===== src/rtl/logic_gate_unit_pkg.sv =====
// -----------------------------------------------------------------------------
// logic_gate_unit_pkg
//   Shared definitions for the WIDTH-bit bitwise logic unit and its gate core:
//   operation encodings, self-test FSM state encodings and a helper that sizes
//   the self-test sweep counter.
// -----------------------------------------------------------------------------
package logic_gate_unit_pkg;

  // Width of the runtime operation select.
  localparam int OP_W = 3;

  // Runtime operation encodings (values are part of the external interface).
  typedef enum logic [OP_W-1:0] {
    OP_AND  = 3'd0,
    OP_OR   = 3'd1,
    OP_NAND = 3'd2,
    OP_NOR  = 3'd3,
    OP_XOR  = 3'd4,
    OP_XNOR = 3'd5,
    OP_NOT  = 3'd6,  // ~a, b ignored
    OP_PASS = 3'd7   //  a, b ignored
  } op_e;

  // Self-test sweep controller states.
  typedef enum logic [1:0] {
    ST_IDLE  = 2'd0,  // normal streaming operation
    ST_DRAIN = 2'd1,  // waiting for a pending result to be consumed
    ST_SWEEP = 2'd2,  // one self-test vector per cycle
    ST_DONE  = 2'd3   // single-cycle completion pulse
  } state_e;

  // Sweep counter width: op field on top, then operand a bits, then operand b
  // bits. Every combination is visited exactly once per sweep.
  function automatic int sweep_cnt_width(input int sweep_bits);
    return OP_W + 2 * sweep_bits;
  endfunction

endpackage : logic_gate_unit_pkg


===== src/rtl/logic_gate_core.sv =====
// -----------------------------------------------------------------------------
// logic_gate_core
//   Purely combinational WIDTH-bit bitwise gate. Every bit position evaluates
//   the same selected operation on its own pair of operand bits.
//
//   Ports
//     op      in   3       operation select (op_e encoding)
//     a, b    in   WIDTH   operands
//     result  out  WIDTH   op(a, b), bitwise
// -----------------------------------------------------------------------------
module logic_gate_core
  import logic_gate_unit_pkg::*;
#(
  parameter int WIDTH = 8
) (
  input  logic [OP_W-1:0]  op,
  input  logic [WIDTH-1:0] a,
  input  logic [WIDTH-1:0] b,
  output logic [WIDTH-1:0] result
);

  // One single-bit gate slice per bit; slices are independent so the whole
  // unit is a flat layer of identical LUT functions.
  for (genvar gi = 0; gi < WIDTH; gi++) begin : g_bit
    logic bit_r;

    always_comb begin
      bit_r = 1'b0;
      case (op_e'(op))
        OP_AND:  bit_r =   a[gi] & b[gi];
        OP_OR:   bit_r =   a[gi] | b[gi];
        OP_NAND: bit_r = ~(a[gi] & b[gi]);
        OP_NOR:  bit_r = ~(a[gi] | b[gi]);
        OP_XOR:  bit_r =   a[gi] ^ b[gi];
        OP_XNOR: bit_r = ~(a[gi] ^ b[gi]);
        OP_NOT:  bit_r =  ~a[gi];
        OP_PASS: bit_r =   a[gi];
        default: bit_r = 1'b0;
      endcase
    end

    assign result[gi] = bit_r;
  end : g_bit

endmodule : logic_gate_core


===== src/rtl/logic_gate_unit.sv =====
// -----------------------------------------------------------------------------
// logic_gate_unit
//   Registered WIDTH-bit bitwise logic unit with a valid/ready stream interface
//   (one-cycle latency, full throughput) and a built-in exhaustive self-test
//   sweep that folds every op / low-operand-bit combination into a rotating
//   XOR signature.
//
//   Parameters
//     WIDTH       operand/result width, >= 2
//     SWEEP_BITS  low operand bits exercised by the sweep, <= WIDTH
//                 (sweep length 8 * 4^SWEEP_BITS cycles)
//
//   Ports
//     clk          in   1      rising-edge clock
//     rst          in   1      asynchronous active-high reset
//     in_valid     in   1      operand beat valid
//     in_ready     out  1      beat accepted this cycle when in_valid is high
//     op           in   3      operation select (op_e encoding)
//     a, b         in   WIDTH  operands
//     out_valid    out  1      result valid
//     out_ready    in   1      consumer accepts result
//     y            out  WIDTH  registered result
//     y_zero       out  1      registered flag: y == 0
//     sweep_start  in   1      request a self-test sweep (honoured in IDLE)
//     sweep_busy   out  1      sweep in progress (DRAIN or SWEEP)
//     sweep_done   out  1      one-cycle pulse when the sweep completes
//     sweep_sig    out  WIDTH  sweep signature, held until the next sweep
// -----------------------------------------------------------------------------
module logic_gate_unit
  import logic_gate_unit_pkg::*;
#(
  parameter int WIDTH      = 8,
  parameter int SWEEP_BITS = 2
) (
  input  logic             clk,
  input  logic             rst,
  input  logic             in_valid,
  output logic             in_ready,
  input  logic [2:0]       op,
  input  logic [WIDTH-1:0] a,
  input  logic [WIDTH-1:0] b,
  output logic             out_valid,
  input  logic             out_ready,
  output logic [WIDTH-1:0] y,
  output logic             y_zero,
  input  logic             sweep_start,
  output logic             sweep_busy,
  output logic             sweep_done,
  output logic [WIDTH-1:0] sweep_sig
);

  localparam int CNT_W = sweep_cnt_width(SWEEP_BITS);

  // ---------------------------------------------------------------------------
  // State
  // ---------------------------------------------------------------------------
  state_e           state_q,     state_d;
  logic [CNT_W-1:0] cnt_q,       cnt_d;
  logic [WIDTH-1:0] sig_q,       sig_d;
  logic [WIDTH-1:0] y_q,         y_d;
  logic             y_zero_q,    y_zero_d;
  logic             out_valid_q, out_valid_d;

  // ---------------------------------------------------------------------------
  // Sweep stimulus decoded from the counter and operand mux into the core
  // ---------------------------------------------------------------------------
  logic [OP_W-1:0]  sweep_op;
  logic [WIDTH-1:0] sweep_a;
  logic [WIDTH-1:0] sweep_b;
  logic [OP_W-1:0]  core_op;
  logic [WIDTH-1:0] core_a;
  logic [WIDTH-1:0] core_b;
  logic [WIDTH-1:0] core_result;

  always_comb begin
    sweep_op = cnt_q[CNT_W-1 -: OP_W];
    // Zero-extend the low operand fields; written bit-range style so that
    // SWEEP_BITS == WIDTH needs no zero-width replication.
    sweep_a  = '0;
    sweep_b  = '0;
    sweep_a[SWEEP_BITS-1:0] = cnt_q[2*SWEEP_BITS-1:SWEEP_BITS];
    sweep_b[SWEEP_BITS-1:0] = cnt_q[SWEEP_BITS-1:0];
  end

  always_comb begin
    core_op = op;
    core_a  = a;
    core_b  = b;
    if (state_q == ST_SWEEP) begin
      core_op = sweep_op;
      core_a  = sweep_a;
      core_b  = sweep_b;
    end
  end

  logic_gate_core #(
    .WIDTH (WIDTH)
  ) u_core (
    .op     (core_op),
    .a      (core_a),
    .b      (core_b),
    .result (core_result)
  );

  // ---------------------------------------------------------------------------
  // Stream handshake and output register
  // ---------------------------------------------------------------------------
  logic accept_ok;
  logic load;

  // A new beat is taken whenever the output slot is empty or is being emptied
  // this very cycle, which gives back-to-back throughput without a skid buffer.
  assign accept_ok = (state_q == ST_IDLE) & (~out_valid_q | out_ready);
  assign load      = in_valid & accept_ok;

  always_comb begin
    y_d         = y_q;
    y_zero_d    = y_zero_q;
    out_valid_d = out_valid_q & ~out_ready;
    if (load) begin
      y_d         = core_result;
      y_zero_d    = (core_result == '0);
      out_valid_d = 1'b1;
    end
  end

  // ---------------------------------------------------------------------------
  // Self-test sweep controller
  // ---------------------------------------------------------------------------
  always_comb begin
    state_d = state_q;
    cnt_d   = cnt_q;
    sig_d   = sig_q;
    case (state_q)
      ST_IDLE: begin
        if (sweep_start) begin
          state_d = ST_DRAIN;
          sig_d   = '0;
        end
      end
      ST_DRAIN: begin
        // Any pending result leaves through the normal handshake first, so
        // sweep results never mix with stream results on out_*.
        if (!out_valid_q) begin
          state_d = ST_SWEEP;
        end
      end
      ST_SWEEP: begin
        sig_d = {sig_q[WIDTH-2:0], sig_q[WIDTH-1]} ^ core_result;
        // Counter wraps to zero after the last vector, ready for next sweep.
        cnt_d = cnt_q + CNT_W'(1);
        if (&cnt_q) begin
          state_d = ST_DONE;
        end
      end
      ST_DONE: begin
        state_d = ST_IDLE;
      end
      default: begin
        state_d = ST_IDLE;
      end
    endcase
  end

  // ---------------------------------------------------------------------------
  // Registers
  // ---------------------------------------------------------------------------
  always_ff @(posedge clk or posedge rst) begin
    if (rst) begin
      state_q     <= ST_IDLE;
      cnt_q       <= '0;
      sig_q       <= '0;
      y_q         <= '0;
      y_zero_q    <= 1'b0;
      out_valid_q <= 1'b0;
    end else begin
      state_q     <= state_d;
      cnt_q       <= cnt_d;
      sig_q       <= sig_d;
      y_q         <= y_d;
      y_zero_q    <= y_zero_d;
      out_valid_q <= out_valid_d;
    end
  end

  // ---------------------------------------------------------------------------
  // Outputs
  // ---------------------------------------------------------------------------
  // in_ready is combinational; it is masked by rst so every output reads 0
  // while reset is held.
  assign in_ready   = accept_ok & ~rst;
  assign out_valid  = out_valid_q;
  assign y          = y_q;
  assign y_zero     = y_zero_q;
  assign sweep_busy = (state_q == ST_DRAIN) | (state_q == ST_SWEEP);
  assign sweep_done = (state_q == ST_DONE);
  assign sweep_sig  = sig_q;

endmodule : logic_gate_unit

===== config.mk =====
export PLATFORM = sky130hd
export DESIGN_NAME = logic_gate_unit
export DESIGN_NICKNAME = d
export VERILOG_FILES = /design/src/rtl/logic_gate_unit_pkg.sv /design/src/rtl/logic_gate_core.sv /design/src/rtl/logic_gate_unit.sv
export SDC_FILE = /design/constraint.sdc
export NUM_CORES = 1
export LEC_CHECK = 0
export CAP_MARGIN = 10
export CORE_MARGIN = 3
export CORE_UTILIZATION = 52
export CTS_CLUSTER_DIAMETER = 30
export CTS_CLUSTER_SIZE = 30
export DETAILED_ROUTE_END_ITERATION = 10
export PLACE_DENSITY_LB_ADDON = 0.2
export SLEW_MARGIN = 10
export SYNTH_ARGS = -nofsm -noshare
export SYNTH_HDL_FRONTEND = slang
export SYNTH_SLANG_ARGS = --single-unit

===== constraint.sdc =====
create_clock -name clk -period 3.5 [get_ports clk]
set_input_delay 0.35 -clock clk [delete_from_list [all_inputs] [get_ports clk]]
set_output_delay 0.35 -clock clk [all_outputs]
set_load 0.01 [all_outputs]

==> metrics.md, run 1 <==
| Metric | Value |
|---|---|
| Fin cells | 333 |
| RR Endpoint | y_zero |
| Tcrit/Tclk final | 88.85% |
| Initial antenna violation count | 0 |
| EDFF count, synth | 0 |
| Post-Place Cells | 329 |
| First-pass GRT wire length | 7962 um |
| Worst path buffer plus inverter count | 3 |
| N_diodes | 0 |
| Core area | 4086 sq um |
| Initial core utilization | 54.99% |
| CP startpoint | state_q[0] |
| Antenna-violating nets left | 0 |
| Detailed-route wire length | 4742 um |
| Share of cells above drive strength 1 | 8.481% |
| Post-synth cell types | 40 |
| Leak pwr | 1.300 nW |
| Full die area | 5146 sq um |
| Vias per cell | 5.408 |
| Via count | 1801 |
| Syn_nets | 287 |
| Final setup vio count | 0 |
| Root Buffer | clkbuf_8 |
| Ports | 45 |
| FF-to-FF path depth | 12 |
| CP Depth | 12 |
| Hold crit path type | flip-flop to flip-flop |
| Hold Violations, Final | 0 |
| Worst path slowest cell | dfrtp_1 |
| Seq/Total Area, Yosys | 30.07% |
| Final net count | 328 |
| Crit path capture | y_zero |
| Share of the synthesized area in the top cell type | 30.07% |
| CP Data Required Time | 3.69 ns |
| Flop2flop setup slack | 0.39 ns |
| F_max | 0.3216 GHz |
| Final HPWL DP | 3703 um |
| DRT iter0 DRCs | 81 |
| Ys async rst share | 100.0% |
| Worst path max stage delay | 0.41 ns |
| Most frequent cell after synthesis | dfrtp_1 |
| Worst IR Drop VDD | 235.8 uV |
| Max Buffers Root-to-Sink | 2 |
| Arrival time at the worst endpoint | 3.30 ns |
| Simple-gate portion of the synthesized area | 16.26% |
| Top delay family on crit path | compound AO/OA/AOI/OAI gates |
| Crit start category | flip-flop |
| Mean Syn Cell Area | 9.248 sq um |
| DR WL/cell | 14.24 um |
| Port-buffer cells | 44 |
| Main flop type after synthesis | dfrtp_1 |
| RSZ-0062 raised after global routing | no |
| Routability cong. | 0.7609 |
| Die Y | 71.74 um |
| Power Density | 192.2 nW/um^2 |
| Synth Warn # | 0 |
| Die Wd | 71.74 um |
| Max-slew violations | 0 |
| Final min period | 3.110 ns |
| Leading area contributor after synthesis | dfrtp_1 |
| Largest net degree at the start of global routing | 30 |
| CP cell instances | inv_1 > ha_1 > buf_4 > nand2b_1 > inv_1 > ha_1 > nand2b_1 > a31oi_1 > a32o_1 > a22oi_1 > or3_1 > o31ai_2 |
| Hold-fix buffers, CTS | 0 |
| Util after Layout | 67.42% |
| Post-Route Setup TNS | 0 ns |
| Seq cells post-synth | 27 |
| Max-Slew Margin vs Limit | 50.74% |
| Worst Path Class, Setup | flip-flop to flip-flop |
| Largest family of logic cells by synthesized area | simple AND/OR/NAND/NOR gates |
| Post-cts gate resize count | 0 |
| Mux share of post-synthesis cell area | 10.97% |
| CTS H-tree depth | 1 |
| Status | finished clean |
| CTS tree | yes |
| DRT Pass-1 Iters | 4 |
| Row cnt | 23 |
| Fillers | 340 |
| Vias in the first global route | 1712 |
| Area growth syn-to-layout | 22.61% |
| Worst Tran Pin Value | 0.7366 ns |
| Clock Latency Late Sink | 0.27 ns |
| Sink Count | 27 |
| WHS | 0.4950 ns |
| Num CTS Buffers | 3 |
| Max_cap viols | 0 |
| Synth top area cells | dfrtp_1 30%, ha_1 11%, xnor2_1 6.6% |
| Final WS setup | 0.3903 ns |
| Synth Area in Compound Gates | 13.64% |
| GRT overflow | 0 |
| DRC viols | 0 |
| Post-Synth Adder-Cell Area | 11.14% |
| Source of the worst register-to-register timing path | state_q[0] |
| Synthesized area | 2247 sq um |
| Post-synthesis cell count | 243 |
| Setup repair bufs after CTS | 0 |
| Largest fanout on the critical path | 29 |
| DP Worst Slack | 0.4104 ns |
| Synth Area in XOR/XNOR | 11.30% |
| Crit end category | flip-flop |
| Worst clock skew | 0.008795 ns |
| GRT Total Usage | 19.07% |
| Worst-path clk slew | 0.09 ns |
| Most common library cells after synthesis | 27 x dfrtp_1, 21 x inv_1, 20 x ha_1 |
[layer usage]
metal | vias to the layer above | wire length (um) | share of wire, % | global-route usage, %
met4 | 0 | 0 | 0 | 1.253
met5 | - | 0 | 0 | 0
met1 | 862 | 2239 | 47 | 27.06
met3 | 0 | 221 | 4.7 | 2.945
li1 | 905 | - | - | -
met2 | 34 | 2281 | 48 | 32.24
[layout make-up]
| cell class | count | area, sq um | area share [%] |
|---|---|---|---|
| Sequential cell | 27 | 675.6 | 24.52 |
| Timing Repair Buffer | 48 | 470.5 | 17.08 |
| Multi-Input combinational cell | 183 | 1423 | 51.63 |
| Inverter | 21 | 78.83 | 2.861 |
| Clock buffer | 4 | 45.04 | 1.635 |
| Tap cell | 50 | 62.56 | 2.271 |
[through the flow]
| step | area (sq um) | total power, W |
|---|---|---|
| after floorplan | 2247 | 0.0003332 |
| after global placement | 2710 | 0.0003637 |
| after detailed placement | 2710 | 0.0003637 |
| after CTS | 2755 | 0.0005313 |
| after global routing | 2755 | 0.0005498 |
| final | 2755 | 0.0005297 |
[cells in the final DEF (no fill, tap or decap), drive strengths merged, types with 9 or more instances in the layout]
master,synthesis,final
clkdlybuf4s50,0,44
dfrtp,27,27
ha,20,20
inv,21,21
mux2,13,13
nand2,17,17
nand2b,13,13
nor2,10,10
nor2b,16,16
o21ai,9,9
xnor2,17,17
xor2,12,12
[power by group]
| part | internal [W] | switching [W] | leakage [nW] |
|---|---|---|---|
| clock | 0.0000814 | 0.0000910 | 0.0228 |
| combinational | 0.0000282 | 0.0000175 | 0.934 |
| sequential | 0.000312 | 0 | 0.344 |
[kinds of logic (layout without fill, tap and decap cells)]
logic type,count (synthesis),count (layout)
simple gates,70,70
fa+ha+maj,20,20
xor+xnor,29,29
mux,21,21
compound gates,43,43
buf+inv,33,73
flops,27,27
[worst min-delay path, stage by stage (launching register included)]
cell	delay (ns)
dfrtp_1	0.36
nand2_1	0.05
o21ai_0	0.06
[registers in the layout, summed over array words and instances (netlist names)]
signal     flops
cnt_q          7
state_q        2
y_zero         1
sweep_sig      8
out_valid      1
y              8
[how the worst min path moves through the flow]
stage / startpoint / endpoint / slack, ns / cells after the start
final: y[3] / y[3] / 0.50 / 2
after global routing: y[3] / y[3] / 0.54 / 2
after CTS: y[3] / y[3] / 0.50 / 2
after detailed placement: y[3] / y[3] / 0.48 / 2
after global placement: y[3] / y[3] / 0.47 / 2
after floorplan: rst / cnt_q[0] / 0.41 / 1
(Power assumes the default switching activity.)
==> inputs of run 2 (changes only) <==
CORE_UTILIZATION = 40   (was 52)
TNS_END_PERCENT = 5   (was not set)
==> run 2 against run 1 <==
Net effect: routed wire length rose by 4.3%; worst setup slack improved by 0.0077 ns; clock power rose by 5%.
==> metrics.md, run 2 (same netlist as run 1, synthesis figures left out) <==
| Metric | Value |
|---|---|
| Area growth syn-to-layout | 24.22% |
| Util after Layout | 52.97% (-14 points) |
| Clock network power share | 33.6% (+1.1 points) |
| CP cell instances | inv_1 > ha_1 > buf_4 > mux2i_1 > ha_1 > nor2b_1 > nor3_1 > a21oi_1 > xnor2_1 > mux2i_1 > or3_1 > o31ai_2 |
| Crit end category | flip-flop |
| Vias per cell | 5.031 (-7.0%) |
| Fillers | 508 (+49%) |
| Worst Tran Pin Value | 0.7114 ns (-0.02518 ns) |
| Setup repair bufs after CTS | 0 (unchanged) |
| Worst clock skew | 0.01607 ns (+0.007274 ns) |
| Arrival time at the worst endpoint | 3.31 ns (about the same) |
| Tcrit/Tclk final | 88.63% (-0.22 points) |
| Source of the worst register-to-register timing path | state_q[0] |
| Flop2flop setup slack | 0.40 ns (about the same) |
| CP Data Required Time | 3.70 ns (about the same) |
| Ports | 45 (unchanged) |
| GRT Total Usage | 15.88% (-3.2 points) |
| CTS tree | yes |
| Die Y | 80.95 um (+13%) |
| Crit start category | flip-flop |
| Switching Share | 21.90% (+1.4 points) |
| Max Buffers Root-to-Sink | 2 (unchanged) |
| Final HPWL DP | 3876 um (+4.7%) |
| Hold-fix buffers, CTS | 0 (unchanged) |
| CTS H-tree depth | 1 (unchanged) |
| DR WL/cell | 13.97 um (-1.9%) |
| N_diodes | 0 (unchanged) |
| Largest net degree at the start of global routing | 28 (-6.7%) |
| Status | finished clean |
| Post-cts gate resize count | 0 (unchanged) |
| Max-slew violations | 0 (unchanged) |
| Worst-path clk slew | 0.10 ns (about the same) |
| Die Wd | 80.95 um (+13%) |
| Antenna-violating nets left | 0 (unchanged) |
| Commonest non-fill, non-tap cell in the layout | clkdlybuf4s50_1 |
| Detailed-route wire length | 4946 um (+4.3%) |
| RR Endpoint | y_zero |
| FF-to-FF path depth | 12 (unchanged) |
| DRT iter0 DRCs | 88 (+8.6%) |
| Final setup vio count | 0 (unchanged) |
| Full die area | 6553 sq um (+27%) |
| Core area | 5270 sq um (+29%) |
| Routability cong. | 0.7533 (-1.0%) |
| P_int | 0.0004207 W (-0.10%) |
| Switching pwr | 0.0001180 W (+8.7%) |
| Initial antenna violation count | 0 (unchanged) |
| First-pass GRT wire length | 8211 um (+3.1%) |
| Hold Violations, Final | 0 (unchanged) |
| F_max | 0.3224 GHz (+0.25%) |
| Final min period | 3.102 ns (-0.007683 ns) |
| Max_cap viols | 0 (unchanged) |
| Clock Latency Late Sink | 0.28 ns (about the same) |
| Logic pwr share | 8.5% (about the same) |
| Vias in the first global route | 1700 (-0.70%) |
| Crit path capture | y_zero |
| Leak pwr | 1.303 nW (+0.24%) |
| Max-Slew Margin vs Limit | 52.42% (+1.7 points) |
| Row cnt | 26 (+13%) |
| Flop pwr share | 57.9% (-0.9 points) |
| DRT Pass-1 Iters | 4 (unchanged) |
| Num CTS Buffers | 3 (unchanged) |
| Multi-input logic area | 1423 sq um (unchanged) |
| Post-Route Setup TNS | 0 ns (unchanged) |
| RSZ-0062 raised after global routing | no |
| Hold crit path type | flip-flop to flip-flop |
| Share of cells above drive strength 1 | 9.155% (+0.67 points) |
| Largest fanout on the critical path | 9 (-69%) |
| Worst Path Class, Setup | flip-flop to flip-flop |
| DRC viols | 0 (unchanged) |
| Final net count | 329 (+0.30%) |
| Most frequent cells in the layout | 44 x clkdlybuf4s50_1, 27 x dfrtp_1, 21 x inv_1 |
| Register area | 675.6 sq um (unchanged) |
| Worst IR Drop VDD | 222.7 uV (-5.6%) |
| Root Buffer | clkbuf_8 |
| Initial core utilization | 42.64% (-12 points) |
| Worst path max stage delay | 0.43 ns (+0.02 ns) |
| CP startpoint | state_q[0] |
| Worst path slowest cell | or3_1 |
| Sink Count | 27 (unchanged) |
| Via count | 1781 (-1.1%) |
| Port-buffer cells | 44 (unchanged) |
| Power Density | 193.0 nW/um^2 (+0.39%) |
| GRT overflow | 0 (unchanged) |
run 2: changes by cell type in the layout (fill, tap and decap cells not counted), sizes merged:
cell / delta
buf: +1
clkbuf: -1
clkinvlp: +1
run 2: per-stage QoR:
step | hold WS [ns] | power, W | cell area, sq um | cells | setup slack (ns)
final | 0.4986 | 0.0005387 | 2791 | 354 | 0.3980
after global routing | 0.5169 | 0.0005638 | 2791 | 354 | 0.1943
after CTS | 0.4994 | 0.0005470 | 2791 | 354 | 0.3974
after detailed placement | 0.4758 | 0.0003642 | 2743 | 350 | 0.4343
after global placement | 0.4672 | 0.0003644 | 2743 | 350 | 0.5671
after floorplan | 0.4081 | 0.0003332 | 2247 | 243 | 0.3663
run 2: worst min path at each step:
stage,startpoint,end,slack (ns),cells past startpoint
after floorplan,rst,cnt_q[0],0.41,1
after global placement,y[3],y[3],0.47,2
after detailed placement,y[3],y[3],0.48,2
after CTS,y[3],y[3],0.50,2
after global routing,y[7],y[7],0.52,1
final,y[3],y[3],0.50,2
run 2: layout make-up:
type                       count  area share (%)
clock buffer                   3           1.479
clock inverter                 1          0.2689
inverter                      21           2.824
multi-input combinational    183           50.96
sequential                    27           24.20
tap                           70           3.138
timing repair buffer          49           17.12
run 2: power by group through the flow:
stage / clock, W / combinational, W / sequential [W]
3_5_place_dp: 0 / 0.0000463 / 0.000318
3_3_place_gp: 0 / 0.0000466 / 0.000318
6_report: 0.000181 / 0.0000458 / 0.000312
5_1_grt: 0.000202 / 0.0000500 / 0.000312
2_1_floorplan: 0 / 0.0000153 / 0.000318
4_1_cts: 0.000189 / 0.0000467 / 0.000312
run 2: critical path: cells and delay by family, from the launching register on:
family / cells / cell delay [ns]
adder cells (fa/ha/maj): 2 / 0.68
buffers and inverters: 2 / 0.36
flip-flops: 1 / 0.41
XOR/XNOR: 1 / 0.16
multiplexers: 2 / 0.41
AO/OA/AOI/OAI: 2 / 0.28
AND/OR/NAND/NOR: 3 / 0.72
run 2: metal layers:
layer	track usage, %	routed length [um]	up-vias
met5	0	0	-
met1	20.95	2299	843
li1	-	-	903
met4	2.534	17	0
met2	27.75	2444	33
met3	2.550	184	2
